$ cat src/rtl/mem_stage.sv
// Memory stage: turns LOAD/STORE ops into a sequence of single-byte transfers
// on a byte-wide memory port, stalling upstream until the access finishes, then
// presents the assembled load result (or a null writeback for stores) for one cycle.
module mem_stage (
    input  logic        clk,
    input  logic        rst,
    input  logic [6:0]  op_i,
    input  logic [2:0]  funct3_i,
    input  logic [31:0] mem_addr_i,
    input  logic [31:0] reg_i,
    input  logic [4:0]  wd_i,
    input  logic        wreg_i,
    input  logic [31:0] wdata_i,
    output logic        stallreq_o,
    output logic [4:0]  wd_o,
    output logic        wreg_o,
    output logic [31:0] wdata_o,
    output logic        mem_req_o,
    output logic        mem_we_o,
    output logic [31:0] mem_addr_o,
    output logic [7:0]  mem_wdata_o,
    input  logic [7:0]  mem_rdata_i,
    input  logic        mem_ready_i
);

    localparam logic [6:0] OP_LOAD  = 7'b0000011;
    localparam logic [6:0] OP_STORE = 7'b0100011;

    typedef enum logic [1:0] {IDLE, ACCESS, DONE} state_t;

    // Fields captured at accept time and held for the whole access.
    typedef struct packed {
        logic        is_store;
        logic [2:0]  funct3;
        logic [31:0] addr;
        logic [31:0] sdata;
        logic [4:0]  wd;
        logic        wreg;
    } req_t;

    state_t      state_q, state_d;
    req_t        req_q, req_d;
    logic [1:0]  idx_q, idx_d;
    logic [31:0] buf_q, buf_d;

    logic        is_load, is_store, ld_ok, st_ok;
    logic [1:0]  last_idx;
    logic [31:0] ld_result;

    // Opcode / funct3 decode of the incoming EX op.
    always_comb begin
        is_load  = (op_i == OP_LOAD);
        is_store = (op_i == OP_STORE);
        ld_ok    = is_load && (funct3_i == 3'b000 || funct3_i == 3'b001 ||
                               funct3_i == 3'b010 || funct3_i == 3'b100 ||
                               funct3_i == 3'b101);
        st_ok    = is_store && (funct3_i == 3'b000 || funct3_i == 3'b001 ||
                                funct3_i == 3'b010);
    end

    // Index of the final byte for the latched size, plus load result extension.
    always_comb begin
        case (req_q.funct3[1:0])
            2'b00:   last_idx = 2'd0;
            2'b01:   last_idx = 2'd1;
            default: last_idx = 2'd3;
        endcase
        case (req_q.funct3)
            3'b000:  ld_result = {{24{buf_q[7]}}, buf_q[7:0]};
            3'b001:  ld_result = {{16{buf_q[15]}}, buf_q[15:0]};
            3'b100:  ld_result = {24'b0, buf_q[7:0]};
            3'b101:  ld_result = {16'b0, buf_q[15:0]};
            default: ld_result = buf_q;
        endcase
    end

    // Next-state and output logic; reset forces every output low.
    always_comb begin
        state_d     = state_q;
        req_d       = req_q;
        idx_d       = idx_q;
        buf_d       = buf_q;
        stallreq_o  = 1'b0;
        wd_o        = 5'b0;
        wreg_o      = 1'b0;
        wdata_o     = 32'b0;
        mem_req_o   = 1'b0;
        mem_we_o    = 1'b0;
        mem_addr_o  = 32'b0;
        mem_wdata_o = 8'b0;

        case (state_q)
            IDLE: begin
                if (ld_ok || st_ok) begin
                    stallreq_o     = 1'b1;
                    req_d.is_store = is_store;
                    req_d.funct3   = funct3_i;
                    req_d.addr     = mem_addr_i;
                    req_d.sdata    = reg_i;
                    req_d.wd       = wd_i;
                    req_d.wreg     = wreg_i;
                    idx_d          = 2'd0;
                    buf_d          = 32'b0;
                    state_d        = ACCESS;
                end else if (!is_load && !is_store) begin
                    wd_o    = wd_i;
                    wreg_o  = wreg_i;
                    wdata_o = wdata_i;
                end
                // Memory op with an illegal size: squash to a null writeback.
            end
            ACCESS: begin
                stallreq_o  = 1'b1;
                mem_req_o   = 1'b1;
                mem_we_o    = req_q.is_store;
                mem_addr_o  = req_q.addr + {30'b0, idx_q};
                mem_wdata_o = req_q.sdata[{idx_q, 3'b000} +: 8];
                if (mem_ready_i) begin
                    if (!req_q.is_store)
                        buf_d[{idx_q, 3'b000} +: 8] = mem_rdata_i;
                    idx_d = idx_q + 2'd1;
                    if (idx_q == last_idx)
                        state_d = DONE;
                end
            end
            DONE: begin
                wd_o = req_q.wd;
                if (!req_q.is_store) begin
                    wreg_o  = req_q.wreg;
                    wdata_o = ld_result;
                end
                state_d = IDLE;
            end
            default: state_d = IDLE;
        endcase

        if (rst) begin
            stallreq_o  = 1'b0;
            wd_o        = 5'b0;
            wreg_o      = 1'b0;
            wdata_o     = 32'b0;
            mem_req_o   = 1'b0;
            mem_we_o    = 1'b0;
            mem_addr_o  = 32'b0;
            mem_wdata_o = 8'b0;
        end
    end

    // State, latched request, byte index and read buffer.
    always_ff @(posedge clk) begin
        if (rst) begin
            state_q <= IDLE;
            req_q   <= '0;
            idx_q   <= 2'd0;
            buf_q   <= 32'b0;
        end else begin
            state_q <= state_d;
            req_q   <= req_d;
            idx_q   <= idx_d;
            buf_q   <= buf_d;
        end
    end

endmodule
$ cat config.mk
export PLATFORM = sky130hd
export DESIGN_NAME = mem_stage
export DESIGN_NICKNAME = d
export VERILOG_FILES = /design/src/rtl/mem_stage.sv
export SDC_FILE = /design/constraint.sdc
export NUM_CORES = 1
export LEC_CHECK = 0
export CAP_MARGIN = 20
export CORE_MARGIN = 8
export CORE_UTILIZATION = 30
export CTS_CLUSTER_SIZE = 12
export DETAILED_ROUTE_END_ITERATION = 12
export HOLD_SLACK_MARGIN = 0.08
export PLACE_DENSITY_LB_ADDON = 0.05
export SLEW_MARGIN = 20
export SYNTH_ARGS = -nofsm -noshare
export SYNTH_HDL_FRONTEND = slang
export SYNTH_SLANG_ARGS = --single-unit
export TNS_END_PERCENT = 50
$ cat constraint.sdc
create_clock -name clk -period 3.68 [get_ports clk]
set_input_delay 0.92 -clock clk [delete_from_list [all_inputs] [get_ports clk]]
set_output_delay 0.92 -clock clk [all_outputs]
set_load 0.01 [all_outputs]
==> summary.md <==
The clock sink count came out at 110. Setup repair after global routing could not meet its margin everywhere. The area of placed instances is 8430 µm², and the level count of the clock H-tree is 3. Prior to clock tree synthesis, the placed netlist has a worst setup slack of -0.391 ns. In the final layout, the multi-input gates occupy 3590 µm². The cell sitting at the root of the clock tree is a clkbuf_16. The number of global-route vias before repair is 6099. The time the worst path needs with I/O delays and setup is 3.65 ns, and the via count normalized by instance count is 5.00. The leakage power was 0.00307 µW; the number of warning messages in the yosys log was 0. Headroom to the max-slew limit came out at 45.0%. The tools report the register-to-register path setup slack as 1.16 ns.

After synthesis, the largest area contributor takes up 36.6% of total cell area. The initial antenna violation count is 1, and the total clock buffers created by CTS is 9. The dominant cell type by area after synthesis is dfxtp_1. The nature of the critical path startpoint is a flip-flop. In this run the critical register-to-register path is captured at req_q[16]. After layout, the worst path uses 99.2% of the clock period.

The worst hold path endpoint was req_q[20]. The vertical die dimension was 158 µm; the count of flip-flops with a built-in enable after synthesis was 0. The initial standard-cell utilization of the core is 30.7%, and the post-synthesis to final-layout area growth is 45.5%. The logs give 0 for the number of antenna diodes and 19600 µm² for the core area.

The wire length per cell was 17.2 µm. Global routing finished with a remaining overflow of 0. For this design the ratio of total power to cell area is 279 nW/µm². After synthesis, the netlist uses 48 different library cells. After legalization and detailed placement, the total HPWL measured 15400 µm.

For this run, design rule violations remaining after detail routing come to 0. The die covers 24800 µm². Routability-driven placement finished with a final weighted congestion of 0.772. Counting flops with an async set or reset pin after synthesis yields a share of 0%. The class of the most critical setup path was reg -> out. The total setup violations reported at the end of the flow is 0, and the detailed-router iteration count before antenna repair is 5. The detail route stage leaves a number of antenna-violating nets equal to 0. The instance count along the most critical hold path works out to 2.

Kind of end point of the critical path: an output port. By count the netlist is led by nand2_1, a21oi_1, dfxtp_1. Summing all non-filler instances in the final layout gives an area of 8750 µm². At the worst endpoint, the arrival time is 2.73 ns. Along the worst path, the maximum fanout reaches 4. Worst slack on hold paths: 0.453 ns. The first routing iteration left 299 violations. The launch instance of the worst register-to-register path is state_q[1].

The longest clock path from root to sink contains 2 buffers. The floorplan has 51 rows. Ranked by total cell area, the synthesized netlist is headed by dfxtp_1, a21oi_1, nand2_1, nand3_1, o211ai_1.

Max-cap violations in this run came to 0. The number of fill cells was 2099; the count of buffers inserted at the top-level ports was 203. The per-instance average area after synthesis is 7.52 µm². Summing over every cut layer, the via total after detailed routing is 6328. TritonCTS built the clock tree.

The cell area after technology mapping came out at 6010 µm². The share of post-route cells with drive strength above 1 works out to 10.8%. Summing all flip-flop and latch instances after layout gives 2210 µm². IR analysis of the VDD net gives a maximum drop of 188 µV. The tools report the final hold violation count as 0.

The length in cells of the worst reg-to-reg path is 7, and the post-layout net count is 1126. The combined global-route utilization of all metal layers was 17.2%; the worst clock skew was 0.00868 ns. The min-delay analysis places its worst path in the category reg -> reg. At the worst endpoint, the required time is 2.76 ns.

The tools report the net count of the mapped netlist as 930. At the end of the flow the core is filled with cells to 44.7%. The first global-routing pass estimated 34200 µm of wire.

The run finished with clean final reports. For this run, the register share of the synthesized area comes to 36.6%. In this run the most critical hold path is launched from req_q[20].

The die extent in x is 158 µm, and the slew at the pin closest to its max-slew limit is 0.823 ns. Clock latency on the worst-skew pair, taken at its later pin, is 0.35 ns. By instance count, the leading cell after synthesis is nand2_1. The number of ports placed on the die boundary is 204, and the number of standard cells after synthesis is 800. The most instantiated flip-flop cell in the synthesis netlist was dfxtp_1. Based on the critical path, the design can be clocked at up to 274 MHz. The synthesized design contains 110 register bits. The clock edge transition at the registers on the reported setup and hold paths was 0.08 ns. The maximum number of pins on one net before global-route repair is 109. The tools report the number of pins exceeding their max-slew limit in the final report as 0.

In the post-route analysis, the smallest setup slack over all paths is 0.0285 ns. Summed over all layers, the routed wires come to 21700 µm.
[final cells by class]
class                      instances  area share (%)
clock buffer                       9            2.57
tap                              265            3.79
sequential                       110            25.2
timing repair buffer             248            26.4
clock inverter                     7           0.744
inverter                           6           0.257
multi-input combinational        621            41.0
[power by group]
group	switching (µW)	internal (µW)	total, µW	leakage, µW
registers	2.87	1190	1200	0.000888
logic	102	165	267	0.00204
clock network	501	476	978	0.000140
total	606	1830	2440	0.00307
[state kept, by name, indices dropped and copies added, names as in the netlist]
| register | cells |
|---|---|
| buf_q | 32 |
| req_q | 74 |
| idx_q | 2 |
| state_q | 2 |
[worst max path at each step]
stage,startpoint,end,depth (start not counted)
2_1_floorplan,op_i[2],wdata_o[21],6
3_3_place_gp,op_i[2],wdata_o[22],8
3_5_place_dp,op_i[3],wdata_o[23],8
4_1_cts,idx_q[1],mem_addr_o[25],6
5_1_grt,idx_q[0],mem_addr_o[28],8
6_report,idx_q[0],mem_addr_o[28],8
[stage by stage]
step	cells	total power (µW)	TNS, ns
after CTS	1263	2490	-0.0153
after global routing	1266	2540	-0.123
final	1266	2440	0
after detailed placement	1241	1500	-7.98
after global placement	1241	1500	-6.79
after floorplan	800	1300	0
[critical path: stages (launching register included)]
cell and delay, ns:
dfxtp_1 0.35, ha_1 0.21, fa_2 0.27, and3_1 0.23, nand4_1 0.19, buf_4 0.20
or4_1 0.49, a21oi_2 0.18, clkdlybuf4s15_1 0.26
[per-layer routing]
metal	GRT usage, %	wire (µm)	up-vias
met5	0	13	-
met4	3.40	127	2
met3	5.70	1560	9
met2	25.6	9400	135
met1	23.8	10600	2934
li1	-	-	3248
[layout by cell type, fill, tap and decap left out, types with 5 or more instances in the layout]
cell / netlist / routed
buf_2: 4 / 14
o2bb2ai_1: 16 / 16
or3_1: 7 / 7
nand3b_1: 6 / 6
nand4_1: 10 / 10
and2_1: 17 / 17
nand2_1: 179 / 179
xnor2_1: 5 / 5
o31ai_1: 10 / 10
mux4_2: 8 / 8
inv_1: 6 / 6
ha_1: 6 / 6
buf_4: 0 / 41
dlymetal6s2s_1: 0 / 7
o21a_1: 9 / 9
clkdlybuf4s50_1: 0 / 151
a21oi_1: 138 / 136
xor2_1: 8 / 8
nor2b_1: 18 / 17
o211ai_1: 33 / 33
clkbuf_16: 0 / 9
nand3_1: 51 / 50
nor2_1: 27 / 27
o21ai_0: 16 / 15
or4_1: 11 / 11
dlygate4sd2_1: 0 / 24
a22oi_1: 9 / 9
dfxtp_1: 110 / 106
[repair_timing]
| action | CTS | global route |
|---|---|---|
| hold buffers | 0 | 0 |
| resized for setup | 85 | 35 |
| cloned | 2 | 0 |
| pin swaps | 3 | 2 |
| setup endpoints to repair | 45 | 29 |
| setup buffers | 4 | 3 |
[logic make-up after synthesis]
logic type | count (synthesis) | share of synthesized area [%]
compound gates | 237 | 23.7
xor+xnor | 13 | 1.89
fa+ha+maj | 7 | 1.58
buf+inv | 70 | 4.58
flops | 110 | 36.6
mux | 10 | 3.33
simple gates | 353 | 28.3
No activity file was read; power rests on OpenSTA's default activity.
